--- config.mk ---
export PLATFORM = sky130hd
export DESIGN_NAME = db_mem_bridge
export DESIGN_NICKNAME = d
export VERILOG_FILES = /design/src/rtl/db_mem_bridge.sv
export SDC_FILE = /design/constraint.sdc
export NUM_CORES = 1
export LEC_CHECK = 0
export ABC_AREA = 1
export CAP_MARGIN = 5
export CORE_MARGIN = 4
export CORE_UTILIZATION = 40
export CTS_CLUSTER_DIAMETER = 100
export DETAILED_ROUTE_END_ITERATION = 16
export PLACE_DENSITY = 0.76
export REMOVE_ABC_BUFFERS = 1
export SLEW_MARGIN = 20
export SYNTH_ARGS = -nofsm -noshare
export SYNTH_HDL_FRONTEND = slang
export SYNTH_SLANG_ARGS = --single-unit
--- constraint.sdc ---
create_clock -name clk -period 4.8 [get_ports clk]
set_input_delay 0.96 -clock clk [delete_from_list [all_inputs] [get_ports clk]]
set_output_delay 0.96 -clock clk [all_outputs]
set_load 0.005 [all_outputs]
--- src/rtl/db_mem_bridge.sv ---
// db_mem_bridge: data-bus slave turning one CPU access into one word-wide memory req/ack transaction.
// Latency: accept at cycle 0, mem_req from cycle 1, db_ready one cycle after mem_ack (misaligned: cycle 1).
// Backpressure: mem_req is held with stable mem_* until mem_ack; optional BUS_TIMEOUT_EN aborts a stuck WAIT.

`ifndef MEM_ACCESS
`define MEM_ACCESS      1:0
`define MEM_ACCESS_NONE 2'd0
`define MEM_ACCESS_R    2'd1
`define MEM_ACCESS_W    2'd2
`define MEM_ACCESS_X    2'd3
`endif
`ifndef MEM_LEN
`define MEM_LEN         1:0
`define MEM_LEN_B       2'd0
`define MEM_LEN_H       2'd1
`define MEM_LEN_W       2'd2
`endif

module db_mem_bridge #(
  parameter int ADDR_WIDTH     = 16,
  parameter int TIMEOUT_CYCLES = 255
) (
  input  logic                    clk,
  input  logic                    res,
  input  logic [31:0]             db_addr,
  input  logic [31:0]             db_dataOut,
  input  logic [`MEM_ACCESS]      db_accessType,
  input  logic [`MEM_LEN]         db_memLen,
  output logic [31:0]             db_dataIn,
  output logic                    db_ready,
  output logic                    db_misalign,
  output logic                    db_err,
  output logic                    mem_req,
  output logic                    mem_we,
  output logic [ADDR_WIDTH-3:0]   mem_addr,
  output logic [3:0]              mem_be,
  output logic [31:0]             mem_wdata,
  input  logic [31:0]             mem_rdata,
  input  logic                    mem_ack
);

  typedef enum logic [1:0] {IDLE, REQ, WAIT, DONE} state_t;

  state_t                  state, state_nxt;
  logic [ADDR_WIDTH-1:0]   addr_q;
  logic [1:0]              len_q;
  logic                    we_q;
  logic [31:0]             wdat_q;
  logic [31:0]             rdat_q;
  logic                    mis_q;
  logic                    accept, capture, tmo;
  logic                    misal_in;
  logic [3:0]              be_cur;
  logic [31:0]             wdata_cur;

  // Alignment check on the live request, used only in the accept cycle.
  always_comb begin
    misal_in = 1'b0;
    case (db_memLen)
      `MEM_LEN_B: misal_in = 1'b0;
      `MEM_LEN_H: misal_in = db_addr[0];
      default:    misal_in = (db_addr[1:0] != 2'b00);
    endcase
  end

  // Lane steering for byte enables and replicated write data from the latched request.
  always_comb begin
    be_cur    = 4'b1111;
    wdata_cur = wdat_q;
    case (len_q)
      `MEM_LEN_B: begin
        be_cur    = 4'b0001 << addr_q[1:0];
        wdata_cur = {4{wdat_q[7:0]}};
      end
      `MEM_LEN_H: begin
        be_cur    = 4'b0011 << {addr_q[1], 1'b0};
        wdata_cur = {2{wdat_q[15:0]}};
      end
      default: ;
    endcase
  end

  // Right-align and zero-extend the addressed lane(s) of the returned word.
  function automatic logic [31:0] steer(input logic [31:0] w, input logic [1:0] len,
                                        input logic [1:0] a);
    logic [31:0] sh;
    sh = w >> {a, 3'b000};
    case (len)
      `MEM_LEN_B: steer = {24'b0, sh[7:0]};
      `MEM_LEN_H: steer = a[1] ? {16'b0, w[31:16]} : {16'b0, w[15:0]};
      default:    steer = w;
    endcase
  endfunction

`ifdef BUS_TIMEOUT_EN
  localparam int CW = $clog2(TIMEOUT_CYCLES + 1);
  localparam logic [CW-1:0] TO_LIM = CW'(TIMEOUT_CYCLES);
  logic [CW-1:0] cnt_q;
  logic          err_q;
  logic          unused_addr;
  assign unused_addr = ^db_addr[31:ADDR_WIDTH];
`else
  logic          unused_cfg;
  assign unused_cfg = ^{db_addr[31:ADDR_WIDTH], TIMEOUT_CYCLES[0]};
`endif

  // State register.
  always_ff @(posedge clk) begin
    if (!res) state <= IDLE;
    else      state <= state_nxt;
  end

  // Next-state logic plus request/handshake strobes; an ack always beats a timeout.
  always_comb begin
    state_nxt = state;
    accept    = 1'b0;
    capture   = 1'b0;
    tmo       = 1'b0;
    mem_req   = 1'b0;
    db_ready  = 1'b0;
    case (state)
      IDLE: begin
        if (db_accessType != `MEM_ACCESS_NONE) begin
          accept    = 1'b1;
          state_nxt = misal_in ? DONE : REQ;
        end
      end
      REQ: begin
        mem_req = 1'b1;
        if (mem_ack) begin
          capture   = 1'b1;
          state_nxt = DONE;
        end else begin
          state_nxt = WAIT;
        end
      end
      WAIT: begin
        mem_req = 1'b1;
        if (mem_ack) begin
          capture   = 1'b1;
          state_nxt = DONE;
        end
`ifdef BUS_TIMEOUT_EN
        else if (cnt_q == TO_LIM) begin
          tmo       = 1'b1;
          state_nxt = DONE;
        end
`endif
      end
      DONE: begin
        db_ready  = 1'b1;
        state_nxt = IDLE;
      end
      default: state_nxt = IDLE;
    endcase
  end

  // Request latch at accept and read-data capture at ack; timeout leaves the data at zero.
  always_ff @(posedge clk) begin
    if (!res) begin
      addr_q <= '0;
      len_q  <= '0;
      we_q   <= 1'b0;
      wdat_q <= '0;
      rdat_q <= '0;
      mis_q  <= 1'b0;
    end else if (accept) begin
      addr_q <= db_addr[ADDR_WIDTH-1:0];
      len_q  <= db_memLen;
      we_q   <= (db_accessType == `MEM_ACCESS_W);
      wdat_q <= db_dataOut;
      rdat_q <= '0;
      mis_q  <= misal_in;
    end else if (capture) begin
      rdat_q <= we_q ? 32'b0 : steer(mem_rdata, len_q, addr_q[1:0]);
    end else if (tmo) begin
      rdat_q <= '0;
    end
  end

`ifdef BUS_TIMEOUT_EN
  // Wait-cycle counter, restarted for every new memory request; err flag set on abort.
  always_ff @(posedge clk) begin
    if (!res) begin
      cnt_q <= '0;
      err_q <= 1'b0;
    end else begin
      if (accept) err_q <= 1'b0;
      else if (tmo) err_q <= 1'b1;
      if (state_nxt == REQ) cnt_q <= '0;
      else if (state == WAIT && !mem_ack && !tmo) cnt_q <= cnt_q + 1'b1;
    end
  end
  assign db_err = db_ready & err_q;
`else
  assign db_err = 1'b0;
`endif

  // Memory-side fields are only driven while a request is outstanding.
  assign mem_we      = mem_req & we_q;
  assign mem_addr    = mem_req ? addr_q[ADDR_WIDTH-1:2] : '0;
  assign mem_be      = mem_req ? be_cur : 4'b0000;
  assign mem_wdata   = mem_req ? wdata_cur : 32'b0;
  assign db_dataIn   = db_ready ? rdat_q : 32'b0;
  assign db_misalign = db_ready & mis_q;

endmodule

# [Word level (Yosys, flattened, before mapping)]
# Cells that the tools add are included.
[classes] eq_ne=8 n_shift=3 mux=21 bitwise_logic=3 reduce_logical=8
[op_table] op="$pmux W32 S2" count=2
[op_table] op="$mux W32" count=3
[op_table] op="$shr A32 B5 Y8" count=1
[op_table] op="$mux W16" count=1
[op_table] op="$mux W14" count=1
[op_table] op="$pmux W2 S4" count=1
[op_table] op="$pmux W4 S2" count=1
[op_table] op="$mux W1" count=7
[op_table] op="$eq A2 B1 Y1 const B" count=3
[op_table] op="$eq A2 B2 Y1 const B" count=3
[op_table] op="$logic_not A2 Y1" count=3
[op_table] op="$mux W2" count=3
[op_table] op="$mux W4" count=1
[op_table] op="$ne A2 B2 Y1 const B" count=2
[op_table] op="$reduce_bool A2 Y1" count=2
[op_table] op="$reduce_or A2 Y1" count=2
[op_table] op="$shl A1 B2 Y4 const A" count=1
[op_table] op="$shl A2 B2 Y4 const A" count=1
[op_table] op="$and A1 B1 Y1" count=2
[op_table] op="$pmux W1 S2" count=1
[op_table] op="$reduce_and A2 Y1" count=1
[op_table] op="$not A1 Y1" count=1
[word_totals] reg_bits=86 input_bits=103 out_inout_bits=87

# [Depth between registers and ports, before layout]
# Gate-level depths: netlist of the first run.
[depth] depth_word=5 depth_mapped=8

# [Least setup slack after synthesis of the first run]
# No wires, ideal clock.
[synth_timing] path_type="register to output" startpoint="reg state[0]" endpoint="out mem_wdata[7]" arrival_ns=1.396 required_ns=3.840 setup_slack_ns=2.444 stages_incl_launch_ff=7 n_path_buf=2 cell_sequence="dfxtp_1 -> inv_1 -> ha_1 -> clkbuf_1 -> buf_2 -> nand2_1 -> inv_1"
[synth_via] elab_chain_cells=4 word_cells_on_any_way=5 cone_classes="eq/ne (2); mux (2); reduce/logical (1)"
[synth_rtl] element="start: declaration" line="44" source="state_t state, state_nxt;"
[synth_rtl] element="start signal: assignment" line="110" source="else state <= state_nxt;"
[synth_rtl] element="$eq A2 B2 Y1 / $eq A2 B1 Y1 (equally long branches)" line="121" source="case (state)"
[synth_rtl] element="$reduce_or A2 Y1 (no line) *"
[synth_rtl] element="$mux W1 *" line="121"
[synth_rtl] element="net mem_req" line="33" source="output logic mem_req,"
[synth_rtl] element="$mux W32 *" line="203" source="assign mem_wdata = mem_req ? wdata_cur : 32'b0;"
[synth_rtl] element="end: declaration" line="37" source="output logic [31:0] mem_wdata,"
# Mark *: on every way through the listed nets, which the timed path passes. The rest lies on a longest branch.

# [Worst setup path after layout of the first run]
[layout_timing] startpoint="reg state[0]" endpoint="out mem_wdata[9]"
[layout_via] elab_chain_cells=4 word_cells_on_any_way=5 cone_classes="eq/ne (2); mux (2); reduce/logical (1)"
[layout_rtl] element="$eq A2 B2 Y1 / $eq A2 B1 Y1 (equally long branches)" line="121"
[layout_rtl] element="$reduce_or A2 Y1 (no line) *"
[layout_rtl] element="$mux W1 *" line="121"
[layout_rtl] element="$mux W32 *" line="203"
# Every way passes the cells marked *; elsewhere a longest branch is shown, timed or not.

==> results of run 1 <==
-- metal layers --
layer	track usage	up-vias	routed length, um
li1	-	2481	-
met1	0.253	2115	5740
met2	0.316	187	5850
met3	0.0907	27	1610
met4	0.0871	0	342
met5	0	-	0
-- tightest hold or removal path, cell delays in order, from the launching register on --
cell and delay (ps):
dfxtp_1 300, inv_1 60, a21oi_1 50
-- kinds of logic after synthesis --
group	Yosys count	share of synthesized area
flops	86	0.384
compound gates	176	0.200
buf+inv	162	0.148
simple gates	279	0.253
fa+ha+maj	5	0.0140
other cells	1	0.000836
-- power groups by stage --
stage	logic (mW)	registers, mW	clock network, mW
global placement	1.82	1.05	0
CTS	1.85	1.04	0.503
floorplan	0.955	1.04	0
finish	1.82	1.04	0.487
global route	2.05	1.06	0.528
detailed placement	1.83	1.06	0
-- cells in the final DEF (no fill, tap or decap), types with 9 or more instances in the layout --
cell | synthesis | layout
a21oi_1 | 78 | 78
clkbuf_8 | 0 | 12
clkdlybuf4s50_1 | 0 | 172
dfxtp_1 | 86 | 86
inv_1 | 114 | 114
nand2_1 | 174 | 174
nand3_1 | 17 | 17
nor2_1 | 77 | 77
o21ai_0 | 84 | 84
o22ai_1 | 9 | 9
-- layout make-up --
cell class / instances / area [um2]
inverters: 120 / 453
clock inverters: 3 / 17.5
flip-flops and latches: 86 / 1720
fillers: 1069 / 4490
repair buffers: 177 / 1760
clock buffers: 13 / 169
well taps: 140 / 175
multi-input cells: 461 / 2100
-- sequential cells by signal, summed over array words and instances, names as in the netlist --
signal,flops
rdat_q,32
wdat_q,32
addr_q,16
len_q,2
state,2
mis_q,1
we_q,1
-- stage by stage --
stage / power [mW] / hold slack [ps] / area [um2] / setup slack [ps]
after CTS: 3.39 / 462 / 6390 / 1060
final: 3.35 / 459 / 6390 / 1080
after floorplan: 1.99 / 429 / 4270 / 2060
after global routing: 3.64 / 475 / 6390 / 883
after global placement: 2.87 / 441 / 6210 / 1510
after detailed placement: 2.89 / 450 / 6210 / 1480
-- path summary, 6_finish.rpt --
path         slack (ps)      endpoint  cells past startpoint       start
max                1080  mem_wdata[9]                      6    state[0]
min                 460    wdat_q[23]                      2  wdat_q[23]
max reg2reg        2290    rdat_q[20]                      6    state[0]
min reg2reg         460    wdat_q[23]                      2  wdat_q[23]
==> results.sh, run 1 <==
export IMPL_place_gp_congestion=0.876
export IMPL_clock_sinks=86
export IMPL_worstSetupPathType="flip-flop to output pin"
export IMPL_tritoncts_num_buffers=9
export IMPL_fin_cells=1000
export IMPL_ys_flop_type="dfxtp_1"
export IMPL_cp_slowest_cell="clkdlybuf4s50_1"
export IMPL_ys_seq_area_frac=0.384
export IMPL_ctsResizeCount=0
export IMPL_crit_buf_inv=3
export IMPL_intPower_mw=1.91
export IMPL_pwr_share_seq=0.310
export IMPL_cp_max_fo=33
export IMPL_ant_nets=0
export IMPL_p_switching_mw=1.44
export IMPL_row_count=38
export IMPL_start_util=0.412
export IMPL_grt_pass1_vias=4358
export IMPL_finalSetupViolations=0
export IMPL_async_flop_share=0
export IMPL_grt_max_degree=70
export IMPL_clkPwrFrac=0.145
export IMPL_cp_cell_sequence="inv_1, ha_1, buf_4, o21ai_0, a21oi_1, clkdlybuf4s50_1"
export IMPL_min_path_type="flip-flop to flip-flop"
export IMPL_route_detailed_wl_per_inst_um=13.5
export IMPL_cap_violations=0
export IMPL_vias_per_cell=4.81
export IMPL_worst_pin_slew_ps=973
export IMPL_yosysMostFrequentCell="nand2_1"
export IMPL_slew_headroom=0.351
export IMPL_rsz0062_at_grt="false"
export IMPL_ir_drop_mv=0.334
export IMPL_p_sw_frac=0.429
export IMPL_crit_path_end_kind="output pin"
export IMPL_finalSetupTns_ps=0
export IMPL_grt_pass1_wl_um=21400
export IMPL_antennaDiodeCount=0
export IMPL_post_cts_buffers=0
export IMPL_final_util=0.587
export IMPL_status="complete, no violations"
export IMPL_comb_power_share=0.545
export IMPL_post_route_cells_drive_above_1_share=0.0395
export IMPL_cp_data_required_time_ps=3840
export IMPL_coreArea_um2=10900
export IMPL_synth_edf_count=0
export IMPL_crit_arrival_ps=2760
export IMPL_wl_um=13500
export IMPL_synth_area_um2=4480
export IMPL_drc=0
export IMPL_cts_tree="done"
export IMPL_p_leak_nw=3.01
export IMPL_crit_family="buffers and inverters"
export IMPL_layout_area_overhead_vs_synth_pct=42.6
export IMPL_synth_warnings=0
export IMPL_critPathMaxStageDelay_ps=560
export IMPL_antenna_found_initial=0
export IMPL_synth_top_area_share=0.384
export IMPL_clkLatencyLatePin_ps=360
export IMPL_drtIter0Drc=245
export IMPL_cellPowerDensity_nw_per_um2=524
export IMPL_synthTopCellsByCount="nand2_1, inv_1, dfxtp_1, o21ai_0, a21oi_1"
export IMPL_overflow=0
export IMPL_max_clock_path_buffers=2
export IMPL_ios=190
export IMPL_grtUsageTotal=0.206
export IMPL_fp_dieH_um=114
export IMPL_port_buffers=172
export IMPL_synthTopCellsByArea="dfxtp_1, nand2_1, inv_1"
export IMPL_fin_crit_ps=3720
export IMPL_nets=963
export IMPL_htreeDepth=3
export IMPL_cts_root_buffer="clkbuf_8"
export IMPL_period_share=0.774
export IMPL_clk_pin_slew_worst_paths_ps=80
export IMPL_ys_types=25
export IMPL_die_area_um2=13000
export IMPL_yosysTopAreaCell="dfxtp_1"
export IMPL_place_inst=984
export IMPL_syn_avg_cell_area_um2=6.32
export IMPL_synth_seq_cells=86
export IMPL_vias=4810
export IMPL_cts_hold_buf=0
export IMPL_dp_hpwl_um=9530
export IMPL_final_max_slew_violation_count=0
export IMPL_dr_pass1_iters=5
export IMPL_clock_skew_final_ps=6.81
export IMPL_hold_viol_final=0
export IMPL_synth_cells=709
export IMPL_clock_fmax_mhz=269
export IMPL_startpoint_type="flip-flop"
export IMPL_die_x_um=114
No activity file was read; power rests on OpenSTA's default activity.
==> inputs of run 2 (changes only) <==
==> constraint.sdc (replaced) <==
create_clock -name clk -period 3.5 [get_ports clk]
set_input_delay 0.7 -clock clk [delete_from_list [all_inputs] [get_ports clk]]
set_output_delay 0.7 -clock clk [all_outputs]
set_load 0.005 [all_outputs]
==> run 2 against run 1 <==
  * Global-route usage rose by 0.27 points
  * Register-to-register slack lost 1100 ps
  * Via count down 1.1%
  * Critical path type unchanged
  * Sequential share of layout area shrank 0.16 points
  * First-iteration DRC count decreased by 15%
  * Largest cell class unchanged
  * Worst hold slack worse by 2.7 ps
==> results.sh, run 2 (synthesis gave the netlist of run 1 again) <==
export IMPL_status="complete, no violations"
export IMPL_worstSetupPathType="flip-flop to output pin"
export IMPL_place_gp_congestion=0.843
export IMPL_max_clock_path_buffers=2
export IMPL_worstHoldPathCells=2
export IMPL_fin_cells=1001
export IMPL_clock_fmax_mhz=312
export IMPL_final_max_slew_violation_count=0
export IMPL_start_util=0.412
export IMPL_final_common_cell="nand2_1"
export IMPL_post_route_cells_drive_above_1_share=0.0418
export IMPL_ant_nets=0
export IMPL_rsz0062_at_grt="false"
export IMPL_cp_cell_sequence="inv_1, ha_1, buf_12, inv_1, a211oi_1, clkdlybuf4s50_1"
export IMPL_startpoint_type="flip-flop"
export IMPL_coreArea_um2=10900
export IMPL_whs_ps=456
export IMPL_tritoncts_num_buffers=9
export IMPL_finalSetupViolations=0
export IMPL_layout_area_overhead_vs_synth_pct=43.4
export IMPL_die_area_um2=13000
export IMPL_post_cts_buffers=0
export IMPL_clkLatencyLatePin_ps=350
export IMPL_vias_per_cell=4.75
export IMPL_fill_cells=1096
export IMPL_dr_pass1_iters=4
export IMPL_ir_drop_mv=0.445
export IMPL_final_cell_mix="nand2_1, clkdlybuf4s50_1, inv_1"
export IMPL_fin_crit_ps=3210
export IMPL_antenna_found_initial=0
export IMPL_grtUsageTotal=0.209
export IMPL_die_x_um=114
export IMPL_dpl_worst_slack_ps=625
export IMPL_cp_data_required_time_ps=2800
export IMPL_min_path_type="flip-flop to flip-flop"
export IMPL_clock_sinks=86
export IMPL_wl_um=13600
export IMPL_worst_pin_slew_ps=667
export IMPL_row_count=38
export IMPL_fin_ws_ps=294
export IMPL_place_area_um2=6240
export IMPL_finalSetupTns_ps=0
export IMPL_cap_violations=0
export IMPL_crit_path_end_kind="output pin"
export IMPL_grt_max_degree=49
export IMPL_antennaDiodeCount=0
export IMPL_place_inst=986
export IMPL_grt_pass1_wl_um=21800
export IMPL_vias=4756
export IMPL_drc=0
export IMPL_clock_skew_final_ps=8.61
export IMPL_ctsResizeCount=0
export IMPL_crit_top_cell="inv_1"
export IMPL_period_share=0.916
export IMPL_nets=965
export IMPL_hold_viol_final=0
export IMPL_overflow=0
export IMPL_dp_hpwl_um=9660
export IMPL_top_regs="rdat_q: 32 flops, wdat_q: 32 flops, addr_q: 16 flops"
export IMPL_cts_root_buffer="clkbuf_8"
export IMPL_route_detailed_wl_per_inst_um=13.5
export IMPL_p_leak_nw=3.02
export IMPL_critPathMaxStageDelay_ps=550
export IMPL_htreeDepth=3
export IMPL_reg2reg_depth=6
export IMPL_slew_headroom=0.555
export IMPL_cts_hold_buf=0
export IMPL_cp_max_fo=39
export IMPL_cp_slowest_cell="clkdlybuf4s50_1"
export IMPL_port_buffers=172
export IMPL_cellPowerDensity_nw_per_um2=730
export IMPL_fin_area_um2=6430
export IMPL_ios=190
export IMPL_clk_pin_slew_worst_paths_ps=90
export IMPL_grt_pass1_vias=4485
export IMPL_fp_dieH_um=114
export IMPL_drtIter0Drc=208
export IMPL_cts_tree="done"
export IMPL_crit_arrival_ps=2510
run 2: per-stage QoR:
| stage | total power, mW | util |
|---|---|---|
| after floorplan | 2.73 | - |
| after global placement | 3.99 | 0.573 |
| final | 4.69 | 0.591 |
| after CTS | 4.76 | 0.591 |
| after global routing | 5.11 | 0.591 |
| after detailed placement | 4.03 | 0.573 |
run 2: worst paths after layout:
kind | start | end | slack (ps)
max | state[0] | mem_be[1] | 290
min | wdat_q[19] | wdat_q[19] | 460
max reg2reg | state[0] | rdat_q[20] | 1180
min reg2reg | wdat_q[19] | wdat_q[19] | 460
run 2: worst max-delay path: cells and delay by family (launching register included):
kind	cells	cell delay, ps
buffers and inverters	4	1030
flip-flops	1	420
adder cells (fa/ha/maj)	1	410
AO/OA/AOI/OAI	1	290
run 2: final cells by class:
type | instances | area [um2] | share of cell area
Clock buffer | 10 | 138 | 0.0214
Clock inverter | 5 | 58.8 | 0.00914
Inverter | 120 | 453 | 0.0704
Multi-Input combinational cell | 461 | 2100 | 0.326
Sequential cell | 86 | 1720 | 0.268
Tap cell | 140 | 175 | 0.0272
Timing Repair Buffer | 179 | 1790 | 0.278
run 2: report_power, final:
| group | internal (mW) | leakage [nW] | total (mW) | switching, mW |
|---|---|---|---|---|
| Clock | 0.347 | 0.0948 | 0.718 | 0.371 |
| Sequential | 1.25 | 0.707 | 1.43 | 0.182 |
| Combinational | 1.11 | 2.22 | 2.55 | 1.44 |
| Total | 2.70 | 3.02 | 4.69 | 1.99 |
run 2: layer usage:
layer	GRT usage	vias to the layer above	routed length (um)
li1	-	2487	-
met1	0.253	2077	5730
met2	0.336	175	6010
met3	0.0928	17	1600
met4	0.0625	0	203
met5	0	-	0
==> inputs of run 3 (changes only) <==
--- a/config.mk
+++ b/config.mk
@@ -9,6 +9,7 @@
 export CAP_MARGIN = 5
 export CORE_MARGIN = 4
 export CORE_UTILIZATION = 40
+export CTS_BUF_LIST = sky130_fd_sc_hd__clkbuf_4
 export CTS_CLUSTER_DIAMETER = 100
 export DETAILED_ROUTE_END_ITERATION = 16
 export PLACE_DENSITY = 0.76
==> run 3 against run 2 <==
  * Clock-buffer cell count decreased by 1
  * Highest routed layer unchanged
  * Combinational power hardly changed
  * First-iteration DRC count is 19% higher
  * Sequential cell count is the same
  * Critical path depth unchanged
  * Utilization is 0.56 points lower
==> results.sh, run 3 (synthesis gave the netlist of run 1 again) <==
export IMPL_grtUsageTotal=0.210
export IMPL_final_common_cell="nand2_1"
export IMPL_post_route_cells_drive_above_1_share=0.0418
export IMPL_cp_data_required_time_ps=2800
export IMPL_cts_root_buffer="clkbuf_4"
export IMPL_cts_hold_buf=0
export IMPL_hold_viol_final=0
export IMPL_fin_crit_ps=3270
export IMPL_fp_dieH_um=114
export IMPL_p_switching_mw=1.97
export IMPL_place_inst=986
export IMPL_finalSetupTns_ps=0
export IMPL_final_max_slew_violation_count=0
export IMPL_row_count=38
export IMPL_min_path_type="flip-flop to flip-flop"
export IMPL_grt_max_degree=49
export IMPL_worstSetupPathType="flip-flop to output pin"
export IMPL_drc=0
export IMPL_fill_cells=1104
export IMPL_cap_violations=0
export IMPL_pwr_share_seq=0.314
export IMPL_crit_path_end_kind="output pin"
export IMPL_vias=4743
export IMPL_overflow=0
export IMPL_cellPowerDensity_nw_per_um2=713
export IMPL_p_leak_nw=2.99
export IMPL_die_x_um=114
export IMPL_grt_pass1_vias=4475
export IMPL_final_util=0.585
export IMPL_place_gp_congestion=0.843
export IMPL_grt_pass1_wl_um=21800
export IMPL_status="complete, no violations"
export IMPL_port_buffers=172
export IMPL_post_cts_buffers=0
export IMPL_route_detailed_wl_per_inst_um=13.4
export IMPL_vias_per_cell=4.73
export IMPL_tritoncts_num_buffers=9
export IMPL_htreeDepth=3
export IMPL_ant_nets=0
export IMPL_clock_sinks=86
export IMPL_slew_headroom=0.564
export IMPL_max_clock_path_buffers=2
export IMPL_cts_tree="done"
export IMPL_antenna_found_initial=1
export IMPL_worst_pin_slew_ps=653
export IMPL_wl_um=13400
export IMPL_rsz0062_at_grt="false"
export IMPL_coreArea_um2=10900
export IMPL_clkLatencyLatePin_ps=430
export IMPL_final_cell_mix="nand2_1, clkdlybuf4s50_1, inv_1"
export IMPL_comb_power_share=0.561
export IMPL_crit_arrival_ps=2570
export IMPL_startpoint_type="flip-flop"
export IMPL_fin_cells=1002
export IMPL_ir_drop_mv=0.394
export IMPL_intPower_mw=2.57
export IMPL_nets=965
export IMPL_drtIter0Drc=247
export IMPL_die_area_um2=13000
export IMPL_dr_pass1_iters=4
export IMPL_place_area_um2=6240
export IMPL_whs_ps=461
export IMPL_cp_max_fo=39
export IMPL_ctsResizeCount=0
export IMPL_start_util=0.412
export IMPL_clock_fmax_mhz=306
export IMPL_period_share=0.934
export IMPL_finalSetupViolations=0
export IMPL_fin_area_um2=6370
export IMPL_p_sw_frac=0.434
export IMPL_dp_hpwl_um=9660
export IMPL_layout_area_overhead_vs_synth_pct=42.1
export IMPL_clkPwrFrac=0.125
export IMPL_top_regs="rdat_q: 32 flops, wdat_q: 32 flops, addr_q: 16 flops"
export IMPL_ios=190
export IMPL_clock_skew_final_ps=17.0
export IMPL_clk_pin_slew_worst_paths_ps=150
==> run 3: path summary, 6_finish.rpt <==
| check | from | to | slack (ps) | depth (start not counted) |
|---|---|---|---|---|
| worst max-delay path | state[0] | mem_be[1] | 230 | 6 |
| worst min-delay path | wdat_q[19] | wdat_q[19] | 460 | 2 |
| worst max register to register | state[0] | rdat_q[20] | 1170 | 6 |
| worst min register to register | wdat_q[19] | wdat_q[19] | 460 | 2 |
==> run 3: per-layer routing <==
metal	track usage	vias up	routed length [um]
met2	0.335	174	5970
li1	-	2488	-
met4	0.0578	0	193
met5	0	-	0
met3	0.0992	16	1660
met1	0.254	2065	5620
==> run 3: power groups by stage <==
stage          Combinational (mW)  Clock (mW)  Sequential (mW)
6_report                     2.55       0.570             1.43
5_1_grt                      2.87       0.625             1.47
4_1_cts                      2.59       0.590             1.43
3_5_place_dp                 2.57           0             1.45
3_3_place_gp                 2.55           0             1.44
2_1_floorplan                1.31           0             1.42
==> run 3: stage by stage <==
stage          total power, mW  worst slack [ps]
2_1_floorplan             2.73              1020
3_3_place_gp              3.99               657
3_5_place_dp              4.03               625
4_1_cts                   4.61               110
5_1_grt                   4.96              36.4
6_report                  4.54               232
==> run 3: area by class of cell <==
type                       count  area [um2]  area share
timing repair buffer         179        1790       0.280
tap                          140         175      0.0275
clock inverter                 6        62.6     0.00982
inverter                     120         453      0.0711
clock buffer                   9        67.6      0.0106
antenna                        1        2.50    0.000393
sequential                    86        1720       0.270
multi-input combinational    461        2100       0.330
==> run 3: critical path, cell delays in order, from the launching register on <==
cell	delay, ps
dfxtp_1	440
inv_1	110
ha_2	400
buf_12	220
inv_1	130
a211oi_1	290
clkdlybuf4s50_1	550
